--- config.mk ---
export PLATFORM = sky130hd
export DESIGN_NAME = cmd_receiver
export DESIGN_NICKNAME = d
export VERILOG_FILES = /design/src/rtl/cmd_receiver.sv
export SDC_FILE = /design/constraint.sdc
export NUM_CORES = 1
export LEC_CHECK = 0
export ABC_AREA = 0
export BUFFER_PORTS_ARGS = -buffer_cell sky130_fd_sc_hd__buf_2
export CAP_MARGIN = 25
export CORE_UTILIZATION = 50
export DETAILED_ROUTE_END_ITERATION = 16
export PLACE_DENSITY = 0.66
export SETUP_SLACK_MARGIN = 0.05
export SLEW_MARGIN = 20
export SYNTH_ARGS = -nofsm -noshare
export SYNTH_HDL_FRONTEND = slang
export SYNTH_HIERARCHICAL = 1
export SYNTH_SLANG_ARGS = --single-unit
--- constraint.sdc ---
create_clock -name clk -period 10.1 [get_ports clk]
set_input_delay 1.01 -clock clk [delete_from_list [all_inputs] [get_ports clk]]
set_output_delay 1.01 -clock clk [all_outputs]
set_load 0.02 [all_outputs]
--- src/rtl/cmd_receiver.sv ---
// Remote command link endpoint: deserialises 3-byte {cmd,data} frames from the UART
// and sends single response bytes back.

module uart_rx #(
  parameter int BAUD_DIV = 2604
) (
  input  logic       clk,
  input  logic       rst_n,
  input  logic       rx,
  input  logic       clr_rdy,
  output logic       rdy,
  output logic [7:0] rx_data
);
  localparam int BW = $clog2(BAUD_DIV);
  logic [1:0]    rx_sync;
  logic          busy;
  logic [BW-1:0] baud_cnt;
  logic [3:0]    bit_cnt;
  logic [9:0]    shreg;
  logic          rx_s;

  assign rx_s = rx_sync[1];

  // Samples land mid-bit: half a bit after the start edge, then every full bit.
  always_ff @(posedge clk or negedge rst_n) begin
    if (!rst_n) begin
      rx_sync  <= 2'b11;
      busy     <= 1'b0;
      baud_cnt <= '0;
      bit_cnt  <= '0;
      shreg    <= '0;
      rdy      <= 1'b0;
      rx_data  <= '0;
    end else begin
      rx_sync <= {rx_sync[0], rx};
      if (clr_rdy) rdy <= 1'b0;
      if (!busy) begin
        if (!rx_s) begin
          busy     <= 1'b1;
          baud_cnt <= BW'(BAUD_DIV / 2);
          bit_cnt  <= '0;
        end
      end else if (baud_cnt == '0) begin
        shreg    <= {rx_s, shreg[9:1]};
        baud_cnt <= BW'(BAUD_DIV - 1);
        if (bit_cnt == 4'd9) begin
          busy    <= 1'b0;
          rdy     <= 1'b1;
          rx_data <= shreg[9:2];
        end else begin
          bit_cnt <= bit_cnt + 4'd1;
        end
      end else begin
        baud_cnt <= baud_cnt - BW'(1);
      end
    end
  end
endmodule

module uart_tx #(
  parameter int BAUD_DIV = 2604
) (
  input  logic       clk,
  input  logic       rst_n,
  input  logic       trmt,
  input  logic [7:0] tx_data,
  output logic       tx,
  output logic       tx_done
);
  localparam int BW = $clog2(BAUD_DIV);
  logic          busy;
  logic [BW-1:0] baud_cnt;
  logic [3:0]    bit_cnt;
  logic [9:0]    shreg;

  always_ff @(posedge clk or negedge rst_n) begin
    if (!rst_n) begin
      busy     <= 1'b0;
      baud_cnt <= '0;
      bit_cnt  <= '0;
      shreg    <= '1;
      tx_done  <= 1'b0;
    end else begin
      tx_done <= 1'b0;
      if (!busy) begin
        if (trmt) begin
          busy     <= 1'b1;
          shreg    <= {1'b1, tx_data, 1'b0};
          baud_cnt <= BW'(BAUD_DIV - 1);
          bit_cnt  <= '0;
        end
      end else if (baud_cnt == '0) begin
        baud_cnt <= BW'(BAUD_DIV - 1);
        if (bit_cnt == 4'd9) begin
          busy    <= 1'b0;
          tx_done <= 1'b1;
        end else begin
          shreg   <= {1'b1, shreg[9:1]};
          bit_cnt <= bit_cnt + 4'd1;
        end
      end else begin
        baud_cnt <= baud_cnt - BW'(1);
      end
    end
  end

  assign tx = busy ? shreg[0] : 1'b1;
endmodule

module uart #(
  parameter int BAUD_DIV = 2604
) (
  input  logic       clk,
  input  logic       rst_n,
  input  logic       RX,
  output logic       TX,
  input  logic       clr_rx_rdy,
  output logic       rx_rdy,
  output logic [7:0] rx_data,
  input  logic       trmt,
  input  logic [7:0] tx_data,
  output logic       tx_done
);
  uart_rx #(.BAUD_DIV(BAUD_DIV)) u_rx (
    .clk(clk), .rst_n(rst_n), .rx(RX), .clr_rdy(clr_rx_rdy), .rdy(rx_rdy), .rx_data(rx_data)
  );
  uart_tx #(.BAUD_DIV(BAUD_DIV)) u_tx (
    .clk(clk), .rst_n(rst_n), .trmt(trmt), .tx_data(tx_data), .tx(TX), .tx_done(tx_done)
  );
endmodule

module cmd_receiver #(
  parameter int TIMEOUT_CYC = 100000,
  parameter int BAUD_DIV    = 2604
) (
  input  logic        clk,
  input  logic        rst,
  input  logic        RX,
  output logic        TX,
  output logic [7:0]  cmd,
  output logic [15:0] data,
  output logic        cmd_rdy,
  input  logic        clr_cmd_rdy,
  output logic        cmd_ovr,
  output logic        frame_err,
  input  logic [7:0]  resp,
  input  logic        send_resp,
  output logic        resp_busy,
  output logic        resp_sent
);
  localparam int TW = $clog2(TIMEOUT_CYC);

  typedef enum logic [1:0] {IDLE, WAIT_HI, WAIT_LO} rx_st_t;
  typedef struct packed {
    logic [7:0] cmd;
    logic [7:0] hi;
  } stage_t;

  rx_st_t        state, nxt;
  stage_t        stage;
  logic [TW-1:0] tmo_cnt;
  logic          rx_rdy, clr_rx_rdy, tx_done, trmt;
  logic [7:0]    rx_data, resp_q;
  logic          cap_cmd, cap_hi, complete, tmo, tmo_clr, tmo_hit;

  uart #(.BAUD_DIV(BAUD_DIV)) u_uart (
    .clk(clk), .rst_n(~rst), .RX(RX), .TX(TX),
    .clr_rx_rdy(clr_rx_rdy), .rx_rdy(rx_rdy), .rx_data(rx_data),
    .trmt(trmt), .tx_data(resp_q), .tx_done(tx_done)
  );

  assign tmo_hit = (tmo_cnt == TW'(TIMEOUT_CYC - 1));

  always_ff @(posedge clk or posedge rst) begin
    if (rst) state <= IDLE;
    else     state <= nxt;
  end

  always_comb begin
    nxt        = state;
    clr_rx_rdy = 1'b0;
    cap_cmd    = 1'b0;
    cap_hi     = 1'b0;
    complete   = 1'b0;
    tmo        = 1'b0;
    tmo_clr    = 1'b0;
    case (state)
      IDLE: begin
        tmo_clr = 1'b1;
        if (rx_rdy) begin
          clr_rx_rdy = 1'b1;
          cap_cmd    = 1'b1;
          nxt        = WAIT_HI;
        end
      end
      WAIT_HI: begin
        if (rx_rdy) begin
          clr_rx_rdy = 1'b1;
          cap_hi     = 1'b1;
          tmo_clr    = 1'b1;
          nxt        = WAIT_LO;
        end else if (tmo_hit) begin
          tmo = 1'b1;
          nxt = IDLE;
        end
      end
      WAIT_LO: begin
        if (rx_rdy) begin
          clr_rx_rdy = 1'b1;
          complete   = 1'b1;
          tmo_clr    = 1'b1;
          nxt        = IDLE;
        end else if (tmo_hit) begin
          tmo = 1'b1;
          nxt = IDLE;
        end
      end
      default: nxt = IDLE;
    endcase
  end

  // cmd/data only move at completion so the core sees a stable command while cmd_rdy=1.
  always_ff @(posedge clk or posedge rst) begin
    if (rst) begin
      stage     <= '0;
      tmo_cnt   <= '0;
      cmd       <= '0;
      data      <= '0;
      cmd_rdy   <= 1'b0;
      cmd_ovr   <= 1'b0;
      frame_err <= 1'b0;
    end else begin
      frame_err <= tmo;
      if (tmo_clr || tmo) tmo_cnt <= '0;
      else                tmo_cnt <= tmo_cnt + TW'(1);
      if (tmo)          stage    <= '0;
      else if (cap_cmd) stage.cmd <= rx_data;
      else if (cap_hi)  stage.hi  <= rx_data;
      if (complete) begin
        cmd     <= stage.cmd;
        data    <= {stage.hi, rx_data};
        cmd_rdy <= 1'b1;
        cmd_ovr <= clr_cmd_rdy ? 1'b0 : (cmd_ovr | cmd_rdy);
      end else if (clr_cmd_rdy) begin
        cmd_rdy <= 1'b0;
        cmd_ovr <= 1'b0;
      end
    end
  end

  // Response path: one byte at a time, requests while busy are dropped.
  always_ff @(posedge clk or posedge rst) begin
    if (rst) begin
      resp_q    <= '0;
      trmt      <= 1'b0;
      resp_busy <= 1'b0;
      resp_sent <= 1'b0;
    end else begin
      trmt      <= 1'b0;
      resp_sent <= 1'b0;
      if (send_resp && !resp_busy) begin
        resp_q    <= resp;
        trmt      <= 1'b1;
        resp_busy <= 1'b1;
      end else if (tx_done) begin
        resp_busy <= 1'b0;
        resp_sent <= 1'b1;
      end
    end
  end
endmodule
Word level (Yosys, flattened, before mapping)
Index checks and enable logic that the tools add are counted.
{"block": "classes", "n_reduce_logical": 18, "muxes": 62, "eq_ne": 12, "bitwise": 1, "addsub": 5}
{"op": "12-bit two-way mux", "n": 6}
{"op": "10-bit two-way mux", "n": 4}
{"op": "1-bit two-way mux", "n": 33}
{"op": "4-bit two-way mux", "n": 8}
{"op": "12-bit zero test", "n": 2}
{"op": "8-bit two-way mux", "n": 3}
{"op": "12-bit by 1-bit subtractor with 12-bit output, second input constant", "n": 2}
{"op": "17-bit by 1-bit adder with 17-bit output, second input constant", "n": 1}
{"op": "17-bit == test, second input constant", "n": 1}
{"op": "17-bit two-way mux", "n": 1}
{"op": "16-bit two-way mux", "n": 1}
{"op": "2-bit by 1-bit inequality test with 1-bit output, second input constant", "n": 5}
{"op": "2-bit nonzero test", "n": 5}
{"op": "3-bit AND reduction", "n": 3}
{"op": "4-bit by 1-bit adder with 4-bit output, second input constant", "n": 2}
{"op": "4-bit == test, second input constant", "n": 2}
{"op": "2-bit two-way mux", "n": 4}
{"op": "2-bit case mux with 3 select lines", "n": 1}
{"op": "2-bit inequality test, second input constant", "n": 2}
{"op": "2-bit AND reduction", "n": 2}
{"op": "3-bit OR reduction", "n": 1}
{"op": "2-bit by 1-bit == test with 1-bit output, second input constant", "n": 1}
{"op": "2-bit == test, second input constant", "n": 1}
{"op": "2-bit zero test", "n": 1}
{"op": "other kinds (6)", "n": 6}
{"block": "totals", "ff_bits": 139, "word_cells": 123}

Longest topological paths before layout
Gate-level depths: netlist (run 1).
{"block": "logic_depth", "word_depth": 7, "ltp_mapped": 7, "ltp_nobuf": 6}

Cells and area by module
The synthesis (run 1) kept the hierarchy.
{"mod": "cmd_receiver", "seq_area_each_um2": 1826.8, "area_each_um2": 3088.0, "n_inst": 1, "cells_each": 255}
{"mod": "uart_rx", "seq_area_each_um2": 903.4, "area_each_um2": 1747.9, "n_inst": 1, "cells_each": 150}
{"mod": "uart_tx", "seq_area_each_um2": 686.9, "area_each_um2": 1507.7, "n_inst": 1, "cells_each": 160}

Least setup slack after synthesis (run 1)
Ideal clock, no wire load.
{"block": "synth_timing", "kind": "register -> output", "from": "register u_uart.u_tx.busy", "to": "output port TX", "slack_ps": 7649, "arrival_ps": 1441, "required_ps": 9090, "path_stages_with_launch": 5, "cell_sequence": "dfrtp_1 clkbuf_1 buf_1 clkbuf_1 nand2b_1"}
{"block": "synth_between", "elab_chain_cells": 1}
{"item": "from (decl)", "line_no": "71", "text": "logic busy;"}
{"item": "from (signal assigned)", "line_no": "78", "text": "busy <= 1'b0;"}
{"item": "from (signal assigned)", "line_no": "87", "text": "busy <= 1'b1;"}
{"item": "from (signal assigned)", "line_no": "95", "text": "busy <= 1'b0;"}
{"item": "1-bit two-way mux", "line_no": "107", "text": "assign tx = busy ? shreg[0] : 1'b1;"}
{"item": "to (decl)", "line_no": "139", "text": "output logic TX,"}
Every way passes these cells.

Worst setup path in the final report (run 1)
Same ends and word-level chain as after synthesis.

==> metrics.cfg, run 1 <==
[outcome]
status=completed

[logic_synthesis]
synth_area_per_cell_um2=11.23
yosys-top-cells-count=dfrtp_1, mux2_2, nor2_1
syn_inst=565
yosysMostFrequentCell=dfrtp_1
yosysWarnings=6
yosys-top-cells-area=dfrtp_1, mux2_2, dfstp_2
synth-edff-count=0
ys_seq_elements=136
synth_cell_types=66
ys.flop_type=dfrtp_1
yosys.area.top_type_share_pct=49.31
synth-seq-area-share_pct=53.87
syn_nets=591
synth_top_cell_by_area=dfrtp_1
synth_async_sr_flop_share_pct=100.0
synth_area_mm2=0.006344

[global_routing]
grt_start_max_net_pins=78
grt_pass1_wl_mm=21.06
overflow=0
antenna_found_initial=0
globalRouteTotalUtil_pct=20.56
grt_pass1_vias=4374

[routing]
drt_first_iter_violations=312
firstDrtPassIters=5
routedWlPerCell_um=15.75
wl_mm=12.39
highest_layer=met4
route.met2.wl_mm=6.072
viasPerCell=5.656
met1_length_mm=5.723
vias=4451
drc=0
wl_met3_um=476
drtAntennaViolNets=0

[sta]
finalWorstSetupSlack_ns=7.449
skew_ns=0.007741
layout_min_cycle_time_ns=2.651
fin_crit_sh_pct=26.25
setup_tns_ns=0
max_freq_mhz=377.2
report.final.slew_viol_count=0
rsz0062_at_grt=no
hold_viol=0
tightest_slew_ns=0.9288
slew_headroom_pct=38.08
setup_viol=0

[clocking]
cts_buffers=17
cts_tree=built
ctsRootBufferMaster=clkbuf_16
post-cts-setup-buffer-count=0
cts.sinks=136
ctsHoldBuffers=0
clk_latency_ns=0.41
clkTransAtPathRegs_ns=0.06
cts_resized=0
cts-htree-levels=4
cts_max_path_buffers=2

[min_path]
hold-path-endpoint=u_uart/u_rx/rx_sync[1]
hold_class=reg -> reg
hold_path.startpoint=u_uart/u_rx/rx_sync[0]
holdPathStages=0

[floorplan]
die_x_um=114.6
coreArea_mm2=0.01221
die_y_um=114.6
initial_core_util_pct=51.95
placementRows=40
io_pins=43
dieArea_mm2=0.01314

[worst_setup_path]
rr_worst_depth=4
crit_type=reg -> out
timing.rr.start=u_uart/u_rx/baud_cnt[7]
crit_fanout=27
timing.rr.end=u_uart/u_rx/shreg[4]
setup.worst_path.end_class=output port
crit_arrival_ns=1.64
critPathRequiredTime_ns=9.09
r2r_slack_ns=7.63
start_kind=register

[power]
p_per_area_mw_per_mm2=190.0
vdd_ir_drop_max_v=0.0002215
p_leak_nw=3.420

[finish]
area_growth_pct=15.33
diodes=0
drive_above_1_share_pct=26.33
n_fill_cell=1037
final_net_count=633

[placement]
dp_slack_ns=7.564
dp_hpwl_mm=8.178
gp_congestion=0.8816
port-buffer-count=42

[job]
max-cap-violations=0

## flip-flops by register name (all words and copies together), names as in the netlist, 8 cells and up
signal	cells
u_uart/u_rx/baud_cnt	12
tmo_cnt	17
stage	16
cmd	8
u_uart/u_tx/shreg	9
u_uart/u_rx/rx_data	8
resp_q	8
data	16
u_uart/u_rx/shreg	8
u_uart/u_tx/baud_cnt	12
## cells by family after synthesis
family                     after synthesis  share of synthesized area, %
adders and majority gates               13                         2.564
xor gates and xnor gates                15                         2.071
DFF                                    136                         53.87
AOI/OAI and AO/OA                       85                         8.423
buffers and inverters                   44                         3.136
and+or+nand+nor                        205                         18.03
muxes                                   67                         11.91
## worst max-delay path by stage
stage | startpoint | endpoint | slack (ns)
2_1_floorplan | rst | cmd[0] | 5.47
3_3_place_gp | rst | u_uart/u_rx/baud_cnt[7] | 7.60
3_5_place_dp | rst | u_uart/u_rx/baud_cnt[4] | 7.56
4_1_cts | u_uart/u_tx/busy | TX | 7.42
5_1_grt | u_uart/u_tx/busy | TX | 7.30
6_report | u_uart/u_tx/busy | TX | 7.45
## metrics by stage
stage / util, % / cells / total power [W] / instance area, µm² / hold WS, ns
floorplan: - / 565 / 0.0007364 / 6344 / 0.3452
global placement: 54.60 / 754 / 0.0007636 / 6668 / 0.3463
detailed placement: 54.60 / 754 / 0.0007696 / 6668 / 0.3513
CTS: 59.56 / 785 / 0.001400 / 7273 / 0.3596
global route: 59.91 / 787 / 0.001448 / 7316 / 0.3625
finish: 59.91 / 787 / 0.001390 / 7316 / 0.3573
## per-layer routing
metal  vias up  track usage (%)
met1      2226            27.16
li1       2120                -
met5         -                0
met2        91            32.89
met4         0            6.667
met3        14            5.717
## power by group
part	switching, W	leakage [nW]	internal [W]
registers	0.0000423	1.79	0.000591
logic	0.0000707	1.35	0.0000588
clock network	0.000227	0.288	0.000400
total	0.000340	3.42	0.00105
## critical path, stage by stage (launching register included)
cell and delay, ns:
dfrtp_1 0.95, nand2b_1 0.09, buf_2 0.19
## area by class of cell
class	instances	area [µm²]	area share, %
Clock buffer	20	456.7	6.243
Sequential cell	136	3417	46.71
Timing Repair Buffer	47	275.3	3.763
Tap cell	168	210.2	2.873
Multi-Input combinational cell	385	2728	37.28
Inverter	20	80.08	1.095
Clock inverter	11	148.9	2.035
## placed cells by master (no fill, tap or decap), types with 3 or more instances in the layout
| cell type | synthesis | final |
|---|---|---|
| nand4b_1 | 3 | 3 |
| o31ai_1 | 4 | 4 |
| clkbuf_16 | 0 | 17 |
| nand2_1 | 34 | 34 |
| o311ai_0 | 5 | 5 |
| nand3_1 | 31 | 31 |
| nand2_4 | 3 | 3 |
| nand4_1 | 9 | 9 |
| mux2_4 | 6 | 6 |
| ha_1 | 13 | 13 |
| dfstp_2 | 11 | 11 |
| buf_4 | 1 | 3 |
| clkinvlp_4 | 0 | 3 |
| bufinv_16 | 0 | 3 |
| inv_1 | 20 | 19 |
| xnor2_1 | 11 | 11 |
| o211ai_1 | 5 | 5 |
| o21ai_0 | 35 | 35 |
| or3_1 | 6 | 6 |
| nor2_1 | 44 | 44 |
| buf_2 | 6 | 42 |
| dfrtp_1 | 125 | 125 |
| mux2i_1 | 17 | 17 |
| nand2b_1 | 5 | 5 |
| clkinv_4 | 0 | 3 |
| xor2_1 | 4 | 4 |
| or3b_2 | 3 | 3 |
| nor4_1 | 10 | 10 |
| a21oi_1 | 18 | 18 |
| mux2_2 | 44 | 44 |
| nor3_1 | 14 | 14 |
| or4_1 | 9 | 9 |
| a21o_1 | 3 | 3 |
| nor2b_1 | 6 | 6 |
| or2_2 | 4 | 4 |
No activity file was read; power rests on OpenSTA's default activity.
==> run 2: changes to the inputs <==
clock period = 2.5 ns   (was 10.1 ns; I/O delays follow)
==> metrics.cfg, run 2 (synthesized netlist as in run 1, its figures left out) <==
[sta]
finalWorstSetupSlack_ns=0.2225  ; was 7.449 ns
max_freq_mhz=439.1
setup_tns_ns=0  ; unchanged
skew_ns=0.005982  ; was 0.007741 ns
layout_min_cycle_time_ns=2.278
fin_crit_sh_pct=91.10
hold_viol=0  ; unchanged
report.final.slew_viol_count=0  ; unchanged
tightest_slew_ns=0.6895  ; was 0.9288 ns
rsz0062_at_grt=no  ; unchanged
setup_viol=0  ; unchanged
slew_headroom_pct=53.61  ; was 38.08%

[clocking]
ctsRootBufferMaster=clkbuf_16  ; unchanged
cts-htree-levels=4  ; unchanged
cts_max_path_buffers=2  ; unchanged
post-cts-setup-buffer-count=0  ; unchanged
cts_tree=built  ; unchanged
cts_resized=0  ; unchanged
clkTransAtPathRegs_ns=0.05  ; was 0.06 ns
ctsHoldBuffers=3  ; was 0
clk_latency_ns=0.41  ; about the same
cts.sinks=136  ; unchanged
cts_buffers=17  ; unchanged

[global_routing]
grt_start_max_net_pins=68  ; was 78
use_met2_pct=34.83  ; was 32.89%
met1_usage_pct=26.43  ; was 27.16%
globalRouteTotalUtil_pct=20.91  ; was 20.56%
busiest_layer=met2  ; unchanged
grt_pass1_vias=4520  ; was 4374
use_met3_pct=5.558  ; was 5.717%
antenna_found_initial=0  ; unchanged
grt_pass1_wl_mm=21.31  ; was 21.06 mm
overflow=0  ; unchanged

[worst_setup_path]
worst_path_most_repeated_cell=or4_1
crit_type=reg -> reg  ; was reg -> out
slowest_stage=or4_1  ; was dfrtp_1
r2r_slack_ns=0.22  ; was 7.63 ns
cp_num_buf_inv=0  ; was 1
crit_fanout=7  ; was 27
path_cells=or4_4 > or4_1 > or4_1 > o211ai_1  ; was nand2b_1 > buf_2
critPathRequiredTime_ns=2.83  ; was 9.09 ns
slowest_delay_ns=0.61  ; was 0.95 ns
crit_arrival_ns=2.61  ; was 1.64 ns
start_kind=register  ; unchanged
crit_family=simple AND/OR/NAND/NOR gates  ; was flip-flops
setup.worst_path.end_class=register  ; was output port

[finish]
regMostFlops=tmo_cnt  ; unchanged
reg_top3=tmo_cnt: 17 flops, data: 16 flops, stage: 16 flops  ; unchanged
diodes=0  ; unchanged
final_net_count=648  ; was 633
multiInputGateArea_mm2=0.002728  ; unchanged
drive_above_1_share_pct=27.33  ; was 26.33%
n_fill_cell=1023  ; was 1037
final_cell_mix=dfrtp_1, mux2_2, nor2_1  ; unchanged
final_area_mm2=0.007433  ; was 0.007316 mm²
instances_no_fill=801  ; was 787
final_common_cell=dfrtp_1  ; unchanged
largest_register_ffs=17  ; unchanged
seqCellArea_mm2=0.003417  ; unchanged
area_growth_pct=17.18  ; was 15.33%

[power]
total_power_w=0.005703  ; was 0.001390 W
p_per_area_mw_per_mm2=767.2  ; was 190.0 mW/mm²
p_leak_nw=3.491  ; was 3.420 nW
vdd_ir_drop_max_v=0.0005390  ; was 0.0002215 V

[job]
max-cap-violations=0  ; unchanged

[placement]
placed_cells=768  ; was 754
dp_slack_ns=0.2510  ; was 7.564 ns
dp_hpwl_mm=8.337  ; was 8.178 mm
post_dp_cell_area_mm2=0.006784  ; was 0.006668 mm²
port-buffer-count=42  ; unchanged
gp_congestion=0.8682  ; was 0.8816

[routing]
vias=4506  ; was 4451
viasPerCell=5.625  ; was 5.656
drt_first_iter_violations=214  ; was 312
firstDrtPassIters=5  ; unchanged
drtAntennaViolNets=0  ; unchanged
drc=0  ; unchanged
routedWlPerCell_um=15.36  ; was 15.75 µm
wl_mm=12.31  ; was 12.39 mm

[floorplan]
die_x_um=114.6  ; unchanged
dieArea_mm2=0.01314  ; unchanged
initial_core_util_pct=51.95  ; unchanged
io_pins=43  ; unchanged
die_y_um=114.6  ; unchanged
placementRows=40  ; unchanged
coreArea_mm2=0.01221  ; unchanged

[outcome]
status=completed  ; unchanged

[min_path]
hold_class=in -> reg  ; was reg -> reg

## run 2: cell count changes in the layout (fill, tap and decap cells not counted)
cell           previous run  this run
buf_4                     3        16
buf_8                     1         0
buf_12                    0         1
bufinv_16                 3         4
clkinv_4                  3         0
buf_16                    1         0
dlygate4sd3_1             0         3
clkbuf_1                  1         2
clkbuf_8                  2         3
inv_6                     1         0
## run 2: worst paths after layout
kind | cells after the start | start | to
setup / recovery | 4 | u_uart/u_tx/baud_cnt[9] | u_uart/u_tx/bit_cnt[2]
hold / removal | 2 | resp[4] | resp_q[4]
setup reg to reg | 4 | u_uart/u_tx/baud_cnt[9] | u_uart/u_tx/bit_cnt[2]
hold reg to reg | 0 | u_uart/u_rx/rx_sync[0] | u_uart/u_rx/rx_sync[1]
max in group asynchronous | 4 | rst | tmo_cnt[12]
min in group asynchronous | 3 | rst | resp_busy
## run 2: worst register-to-register path, cell delays in order (launching register included)
cell	delay (ns)
dfrtp_1	0.41
or4_4	0.56
or4_1	0.61
or4_1	0.51
o211ai_1	0.10
## run 2: routing by layer
layer / up-vias / wire length [µm]
li1: 2151 / -
met1: 2247 / 5566
met2: 96 / 6091
met3: 12 / 514
met4: 0 / 134
met5: - / 0
## run 2: final cells by class
class / instances / share of cell area [%]
clock inverter: 8 / 1.953
timing repair buffer: 62 / 5.117
tap: 168 / 2.828
clock buffer: 22 / 6.379
inverter: 20 / 1.060
sequential: 136 / 45.97
multi-input combinational: 385 / 36.69
## run 2: power breakdown
part           internal, W  leakage [nW]  switching [W]
Combinational     0.000251          1.41       0.000317
Clock              0.00173         0.298       0.000865
Sequential         0.00239          1.79       0.000147
## run 2: stage by stage
stage	utilization, %	hold WS (ns)
after floorplan	-	0.2545
after global placement	55.55	0.3469
after detailed placement	55.55	0.3482
after CTS	60.87	0.05708
after global routing	60.87	0.06049
final	60.87	0.07243
